[config.mk]
export PLATFORM = sky130hd
export DESIGN_NAME = rf_wb_scheduler
export DESIGN_NICKNAME = d
export VERILOG_FILES = /design/src/rtl/rf_sched_pkg.sv /design/src/rtl/rf_wb_scheduler_rr_arb2.sv /design/src/rtl/rf_wb_scheduler.sv
export SDC_FILE = /design/constraint.sdc
export NUM_CORES = 1
export LEC_CHECK = 0
export ABC_CLOCK_PERIOD_IN_PS = 1700
export BUFFER_PORTS_ARGS = -buffer_cell sky130_fd_sc_hd__buf_4
export CAP_MARGIN = 20
export CORE_MARGIN = 2
export CORE_UTILIZATION = 45
export DETAILED_ROUTE_END_ITERATION = 8
export HOLD_SLACK_MARGIN = 0.03
export PLACE_DENSITY_LB_ADDON = 0.12
export SYNTH_ARGS = -nofsm -noshare
export SYNTH_HDL_FRONTEND = slang
export SYNTH_SLANG_ARGS = --single-unit
[constraint.sdc]
create_clock -name clk_i -period 1.7 [get_ports clk_i]
set_clock_uncertainty 0.2 [all_clocks]
set_input_delay 0.255 -clock clk_i [delete_from_list [all_inputs] [get_ports clk_i]]
set_output_delay 0.255 -clock clk_i [all_outputs]
set_load 0.01 [all_outputs]
[src/rtl/rf_sched_pkg.sv]
// Shared widths and types for the register-file writeback scheduler.
//   XLEN     : register data width
//   REG_AW   : register address width
//   NUM_REGS : number of architectural registers (x0..x31)
//   wb_req_t : one writeback request {valid, addr, data}
//   port_e   : writeback port index, used for the round-robin last_grant state
package rf_sched_pkg;

    localparam int XLEN     = 32;
    localparam int REG_AW   = 5;
    localparam int NUM_REGS = 32;

    typedef struct packed {
        logic              valid;
        logic [REG_AW-1:0] addr;
        logic [XLEN-1:0]   data;
    } wb_req_t;

    typedef enum logic {
        PORT_WB0 = 1'b0,
        PORT_WB1 = 1'b1
    } port_e;

endpackage

[src/rtl/rf_wb_scheduler_rr_arb2.sv]
// Two-way round-robin arbiter.
//   clk_i, rst_ni : clock, async active-low reset
//   req[1:0]      : request per port (bit 0 = wb0, bit 1 = wb1)
//   gnt[1:0]      : one-hot grant, or zero when nothing is requested
//   last_grant    : port granted in the most recent contended cycle
// A lone requester is always granted; on contention the port that lost the
// previous contention wins. last_grant moves only on contended cycles.
module rr_arb2
    import rf_sched_pkg::*;
(
    input  logic       clk_i,
    input  logic       rst_ni,
    input  logic [1:0] req,
    output logic [1:0] gnt,
    output port_e      last_grant
);

    always_comb begin
        // NOTE: every always_comb output gets a default before any branch so no latch is inferred.
        gnt = 2'b00;
        unique case (req)
            2'b01:   gnt = 2'b01;
            2'b10:   gnt = 2'b10;
            2'b11:   gnt = (last_grant == PORT_WB1) ? 2'b01 : 2'b10;
            default: gnt = 2'b00;
        endcase
    end

    // Reset to wb1 so that wb0 wins the first contention.
    always_ff @(posedge clk_i or negedge rst_ni) begin
        // NOTE: sequential state is always assigned with <= so all flops see pre-edge values.
        if (!rst_ni) begin
            last_grant <= PORT_WB1;
        end else if (req == 2'b11) begin
            last_grant <= gnt[1] ? PORT_WB1 : PORT_WB0;
        end
    end

endmodule

[src/rtl/rf_wb_scheduler.sv]
// Register-file writeback scheduler.
//   clk_i, rst_ni                   : clock, async active-low reset
//   wb0_valid_i/addr_i/data_i       : ALU writeback request; wb0_ready_o accept
//   wb1_valid_i/addr_i/data_i       : LSU/MDU writeback request; wb1_ready_o accept
//   lat_issue_i/lat_issue_addr_i    : long-latency issue, marks rd as pending
//   rs1_addr_i/rs2_addr_i           : hazard query addresses
//   rs1_busy_o/rs2_busy_o           : queried register has a pending long-latency write
//   rd_wren_o/rd_addr_o/rd_data_o   : registered register-file write port
// One writeback is accepted per cycle and written one cycle later. A busy
// vector tracks registers with an outstanding long-latency result; it is
// set on issue and cleared by the matching wb1 writeback.
module rf_wb_scheduler
    import rf_sched_pkg::*;
(
    input  logic              clk_i,
    input  logic              rst_ni,
    input  logic              wb0_valid_i,
    input  logic [REG_AW-1:0] wb0_addr_i,
    input  logic [XLEN-1:0]   wb0_data_i,
    output logic              wb0_ready_o,
    input  logic              wb1_valid_i,
    input  logic [REG_AW-1:0] wb1_addr_i,
    input  logic [XLEN-1:0]   wb1_data_i,
    output logic              wb1_ready_o,
    input  logic              lat_issue_i,
    input  logic [REG_AW-1:0] lat_issue_addr_i,
    input  logic [REG_AW-1:0] rs1_addr_i,
    input  logic [REG_AW-1:0] rs2_addr_i,
    output logic              rs1_busy_o,
    output logic              rs2_busy_o,
    output logic              rd_wren_o,
    output logic [REG_AW-1:0] rd_addr_o,
    output logic [XLEN-1:0]   rd_data_o
);

    wb_req_t             wb0_req;
    wb_req_t             wb1_req;
    wb_req_t             sel_req;
    logic [1:0]          gnt;
    port_e               unused_last_grant;
    logic                accept_any;
    logic [NUM_REGS-1:0] busy_q;
    logic [NUM_REGS-1:0] set_vec;
    logic [NUM_REGS-1:0] clr_vec;

    assign wb0_req = '{valid: wb0_valid_i, addr: wb0_addr_i, data: wb0_data_i};
    assign wb1_req = '{valid: wb1_valid_i, addr: wb1_addr_i, data: wb1_data_i};

    rr_arb2 u_arb (
        .clk_i      (clk_i),
        .rst_ni     (rst_ni),
        .req        ({wb1_req.valid, wb0_req.valid}),
        .gnt        (gnt),
        .last_grant (unused_last_grant)
    );

    // A grant only exists for a valid request, so ready doubles as accept.
    assign wb0_ready_o = gnt[0];
    assign wb1_ready_o = gnt[1];
    assign accept_any  = |gnt;
    assign sel_req     = gnt[1] ? wb1_req : wb0_req;

    // Writes to x0 are consumed but never reach the register file.
    always_ff @(posedge clk_i or negedge rst_ni) begin
        if (!rst_ni) begin
            rd_wren_o <= 1'b0;
            rd_addr_o <= '0;
            rd_data_o <= '0;
        end else begin
            rd_wren_o <= accept_any && (sel_req.addr != '0);
            if (accept_any) begin
                rd_addr_o <= sel_req.addr;
                rd_data_o <= sel_req.data;
            end
        end
    end

    // Set and clear are one-hot decodes that skip x0, so busy[0] never rises.
    always_comb begin
        set_vec = '0;
        clr_vec = '0;
        if (lat_issue_i && (lat_issue_addr_i != '0)) begin
            set_vec[lat_issue_addr_i] = 1'b1;
        end
        if (gnt[1] && (wb1_addr_i != '0)) begin
            clr_vec[wb1_addr_i] = 1'b1;
        end
    end

    // Set is OR-ed in after the clear so a same-address set wins.
    always_ff @(posedge clk_i or negedge rst_ni) begin
        // NOTE: busy is a flop vector, not a RAM, so it is cleared by reset like any other state.
        if (!rst_ni) begin
            busy_q <= '0;
        end else begin
            busy_q <= (busy_q & ~clr_vec) | set_vec;
        end
    end

    // Registered view only: a same-cycle set or clear shows up next cycle.
    assign rs1_busy_o = busy_q[rs1_addr_i];
    assign rs2_busy_o = busy_q[rs2_addr_i];

endmodule

Yosys cells after proc, flatten, opt, wreduce, memory -nomap -nowiden
Index checks and enable logic that the tools add are counted.
{"block": "classes", "n_lt_le_gt_ge": 6, "eq_ne": 3, "muxes": 14, "n_bitwise": 3, "reduce_logical": 9}
{"cell": "$mux 32", "n": 2}
{"cell": "$mux 37", "n": 1}
{"cell": "$and 32x32->32", "n": 1}
{"cell": "$not 32->32", "n": 1}
{"cell": "$or 32x32->32", "n": 1}
{"cell": "$lt 5x6->1 const B", "n": 4}
{"cell": "$reduce_bool 5->1", "n": 3}
{"cell": "$bmux 1 s5", "n": 2}
{"cell": "$demux 1 s5", "n": 2}
{"cell": "$ge 5x1->1 const B", "n": 2}
{"cell": "$pmux 2 s3", "n": 1}
{"cell": "$logic_and 1x1->1", "n": 5}
{"cell": "$mux 1", "n": 5}
{"cell": "$eq 2x2->1 const B", "n": 2}
{"cell": "$eq 2x1->1 const B", "n": 1}
{"cell": "$mux 2", "n": 1}
{"cell": "$reduce_or 2->1", "n": 1}
{"block": "totals", "register_bits": 71, "output_inout_bits": 42, "elab_cells": 40}

Logic depth before layout (Yosys ltp)
{"block": "depth", "word_depth": 8, "depth_mapped": 7, "depth_no_buf": 5}

Cells and area by module
Synthesis repeated with hierarchy kept, for this count alone.
{"block": "unflattened", "cells_unflattened": 386, "area_unflattened_um2": 3752.3}
{"module": "rf_wb_scheduler", "instances": 1, "cells_per_inst": 380, "area_per_inst_um2": 3694.8}
{"module": "rr_arb2", "instances": 1, "cells_per_inst": 6, "area_per_inst_um2": 57.6}

Worst setup path after synthesis
Ideal clock, no wire load.
{"block": "synth_path", "kind": "input to output", "startpoint": "in rs1_addr_i[1]", "endpoint": "out rs1_busy_o", "arrival_ps": 1211, "required_time_ps": 1245, "path_slack_ps": 34, "path_stages": 7, "path_buffers": 2, "path_cell_list": "buf_6 -> buf_6 -> mux2i_1 -> a22oi_1 -> nand3_1 -> nand2_1 -> a311o_1"}
{"block": "synth_via", "elab_chain_len": 2}
{"element": "start, declared", "line": "rf_wb_scheduler.sv:27", "source": "input logic [REG_AW-1:0] rs1_addr_i,"}
{"element": "$bmux 1 s5", "line": "rf_wb_scheduler.sv:101", "source": "assign rs1_busy_o = busy_q[rs1_addr_i];"}
{"element": "$mux 1 (not written as such)", "line": "rf_wb_scheduler.sv:101"}
{"element": "end, declared", "line": "rf_wb_scheduler.sv:29", "source": "output logic rs1_busy_o,"}
Every way passes these cells. The select of a mux whose other input is x is not followed.

Worst setup path in the final report
{"block": "layout_path", "startpoint": "reg busy_q[11]", "endpoint": "out rs1_busy_o"}
{"block": "layout_via", "elab_chain_len": 2}
{"element": "start, declared", "line": "rf_wb_scheduler.sv:42", "source": "logic [NUM_REGS-1:0] busy_q;"}
{"element": "start signal, assigned", "line": "rf_wb_scheduler.sv:96", "source": "busy_q <= (busy_q & ~clr_vec) | set_vec;"}
{"element": "$bmux 1 s5", "line": "rf_wb_scheduler.sv:101"}
{"element": "$mux 1 (not written as such)", "line": "rf_wb_scheduler.sv:101"}
Every way passes these cells. The select of a mux whose other input is x is not followed.

==> insert_results.sql <==
INSERT INTO impl_metrics (metric_group, metric, value, unit) VALUES
('place', 'place.detailed.hpwl', '9032', 'µm'),
('critical_path', 'critPathKind', 'flop to output pin', ''),
('drt', 'drt_first_pass_iters', '5', ''),
('synthesis', 'ys.flop_type', 'sky130_fd_sc_hd__dfrtp_1', ''),
('timing', 'timing.hold.ws', '74.35', 'ps'),
('pwr', 'ir_drop', '0.0005429', 'V'),
('place', 'gpl.final_weighted_congestion', '0.9264', ''),
('timing', 'tightestPinTransition', '432.0', 'ps'),
('floorplan', 'initial_core_util', '0.4604', ''),
('final_layout', 'layout.cell_area.non_filler', '6245', 'µm²'),
('synthesis', 'synth.top_cells.by_count', '70 x sky130_fd_sc_hd__a21oi_1, 70 x sky130_fd_sc_hd__dfrtp_1, 68 x sky130_fd_sc_hd__o21ai_0', ''),
('timing', 'rsz0062_at_grt', 'true', ''),
('synthesis', 'synth_seq_cells', '71', ''),
('synthesis', 'synthDominantAreaCellType', 'sky130_fd_sc_hd__dfrtp_1', ''),
('global_routing', 'first_global_vias', '4728', ''),
('floorplan', 'rows', '34', ''),
('final_layout', 'area_growth', '57.05', '%'),
('outcome', 'violations_in_the_final_reports', 'negative setup slack', ''),
('critical_path', 'worstPathRequired', '1240', 'ps'),
('final_layout', 'final_core_util', '0.7231', ''),
('synthesis', 'yosys.area.top_type_share', '0.4405', ''),
('clock_tree', 'clockBufferDepth', '2', ''),
('pwr', 'total_leakage_power', '2.814', 'nW'),
('synthesis', 'post_synth_inst_count', '456', ''),
('critical_path', 'crit_path_max_incr_delay', '410', 'ps'),
('critical_path', 'worst-path-buf-inv', '1', ''),
('synthesis', 'synth_cell_types', '35', ''),
('drt', 'post_detailed_route_via_to_cell_ratio', '5.680', ''),
('place', 'placedInstanceArea', '5201', 'µm²'),
('hold_path', 'min_path_type', 'primary input to flop', ''),
('clock_tree', 'worstSkewPairLatency', '350', 'ps'),
('global_routing', 'grt_start_max_net_pins', '46', ''),
('drt', 'antenna_violating_nets_post_route', '0', ''),
('global_routing', 'grt_antenna_before_repair', '0', ''),
('outcome', 'status', 'finished, violations left', ''),
('clock_tree', 'total_clock_sinks', '71', ''),
('synthesis', 'fraction_of_registers_with_async_set_or_reset_after_synthesis', '1.000', ''),
('floorplan', 'design.die.area', '9604', 'µm²'),
('synthesis', 'ys_seq_area_frac', '0.4471', ''),
('final_layout', 'fillCellCount', '636', ''),
('synthesis', 'number_of_flops_mapped_to_enable_cells_by_yosys', '0', ''),
('timing', 'min_period_over_period', '1.241', ''),
('timing', 'report.final.slew_viol_count', '0', ''),
('timing', 'final.setup.worst_slack', '-409.6', 'ps'),
('drt', 'route.detailed.wl_per_inst', '17.57', 'µm'),
('global_routing', 'grt.overflow.total', '0', ''),
('clock_tree', 'cts_tree', 'done', ''),
('synthesis', 'synthTopCellsByArea', 'sky130_fd_sc_hd__dfrtp_1 44%, sky130_fd_sc_hd__a21oi_1 8.8%, sky130_fd_sc_hd__o21ai_0 8.6%', ''),
('pwr', 'power_density', '940.3', 'nW/µm²'),
('drt', 'detail_route.wirelength', '13930', 'µm'),
('clock_tree', 'cts-root-buf', 'sky130_fd_sc_hd__clkbuf_8', ''),
('drt', 'post-route-drc-count', '0', ''),
('critical_path', 'crit_path_cell_trace', 'mux2i_1 -> a22oi_1 -> nand3_1 -> nand2_1 -> a311o_1 -> buf_4', ''),
('timing', 'number_of_failing_setup_endpoints_in_the_final_timing_report', '3', ''),
('drt', 'num_vias', '4504', ''),
('floorplan', 'core-area', '8636', 'µm²'),
('place', 'port_buffers', '135', ''),
('floorplan', 'die_width', '98', 'µm'),
('clock_tree', 'ctsHtreeMaxLevel', '3', ''),
('timing', 'max_freq', '474.0', 'MHz'),
('timing', 'relative_slew_slack', '0.7120', ''),
('critical_path', 'worstSetupEndpointType', 'output pin', ''),
('global_routing', 'global_route_wire_length_before_repair', '22980', 'µm'),
('global_routing', 'grtUsageTotal', '0.2946', ''),
('critical_path', 'top_delay_family_on_crit_path', 'compound AO/OA/AOI/OAI gates', ''),
('final_layout', 'n_antenna_cell', '0', ''),
('critical_path', 'worst-endpoint-arrival', '1650', 'ps'),
('timing', 'setup_total_negative_slack', '-839.4', 'ps'),
('synthesis', 'yosys_warnings', '0', ''),
('floorplan', 'top_level_ports', '136', ''),
('floorplan', 'die_height', '98', 'µm');
==> through the flow <==
step	cells	power (mW)	setup slack, ps
floorplan	456	3.404	34.25
global placement	697	4.336	-143.2
detailed placement	697	4.380	-186.5
CTS	790	5.763	-378.1
global route	793	6.237	-494.6
finish	793	5.872	-409.6
==> placed cells by master, fill, tap and decap left out, drive strengths merged, types with 5 or more instances in the layout <==
cell,Yosys,layout
a21oi,70,70
a22oi,8,8
a32oi,5,5
buf,16,164
clkbuf,11,10
dfrtp,70,70
dlygate4sd3,0,75
mux2i,32,32
nand2,62,62
nand2b,37,37
nand3,13,13
nor2,6,6
nor2b,7,7
o21ai,95,95
==> area by class of cell <==
class	count	area (µm²)	share of cell area
flip-flops and latches	71	1778	0.2847
inverters	2	10.01	0.001603
repair buffers	240	2052	0.3286
clock buffers	9	123.9	0.01984
multi-input cells	356	2097	0.3358
clock inverters	7	48.80	0.007814
well taps	108	135.1	0.02164
==> per-layer routing <==
metal | up-vias | global-route usage | share of wire
met5 | - | 0 | 0
met4 | 0 | 0.1293 | 0.034
met3 | 42 | 0.06729 | 0.071
met2 | 215 | 0.5005 | 0.50
met1 | 2174 | 0.3587 | 0.40
li1 | 2073 | - | -
==> path summary, 6_finish.rpt <==
| kind | startpoint | endpoint | slack, ps | depth (start not counted) |
|---|---|---|---|---|
| min | lat_issue_addr_i[3] | busy_q[12] | 70 | 3 |
| max in group asynchronous | rst_ni | busy_q[21] | 560 | 3 |
| max | busy_q[11] | rs1_busy_o | -410 | 6 |
| max reg2reg | u_arb.last_grant | rd_data_o[15] | 70 | 7 |
| min in group asynchronous | rst_ni | rd_data_o[30] | 150 | 2 |
| min reg2reg | busy_q[0] | busy_q[0] | 220 | 0 |
==> logic make-up after synthesis <==
family | Yosys count | synth area share
compound gates | 184 | 0.2492
xor+xnor | 1 | 0.002203
buf+inv | 29 | 0.03933
flops | 71 | 0.4471
mux | 32 | 0.08055
simple gates | 139 | 0.1816
==> worst reg2reg max path: stages, from the launching register on <==
cell and delay [ps]:
sky130_fd_sc_hd__dfstp_2 570, sky130_fd_sc_hd__nand2b_4 140, sky130_fd_sc_hd__nand2_4 60, sky130_fd_sc_hd__inv_4 80, sky130_fd_sc_hd__buf_6 140, sky130_fd_sc_hd__buf_12 150
sky130_fd_sc_hd__a21oi_1 90, sky130_fd_sc_hd__o21ai_1 110
==> repair_timing <==
action / CTS / global route
hold endpoints to repair: 110 / 0
buffers inserted: 3 / 2
endpoints found under the setup margin: 4 / 41
hold buffers: 75 / 0
gates resized for setup: 4 / 17
cloned: 0 / 1
pin swaps: 11 / 8
==> sequential cells by signal, indices dropped and copies added, names as in the netlist <==
register,flops
busy_q,32
rd_data_o,32
rd_addr_o,5
rd_wren_o,1
u_arb.last_grant,1
==> power breakdown <==
| group | internal [mW] | switching [mW] | total [mW] |
|---|---|---|---|
| sequential | 2.13 | 0.346 | 2.48 |
| clock | 0.528 | 0.681 | 1.21 |
| combinational | 1.11 | 1.08 | 2.19 |
| total | 3.76 | 2.11 | 5.87 |
Power figures use the tool's default switching activity.
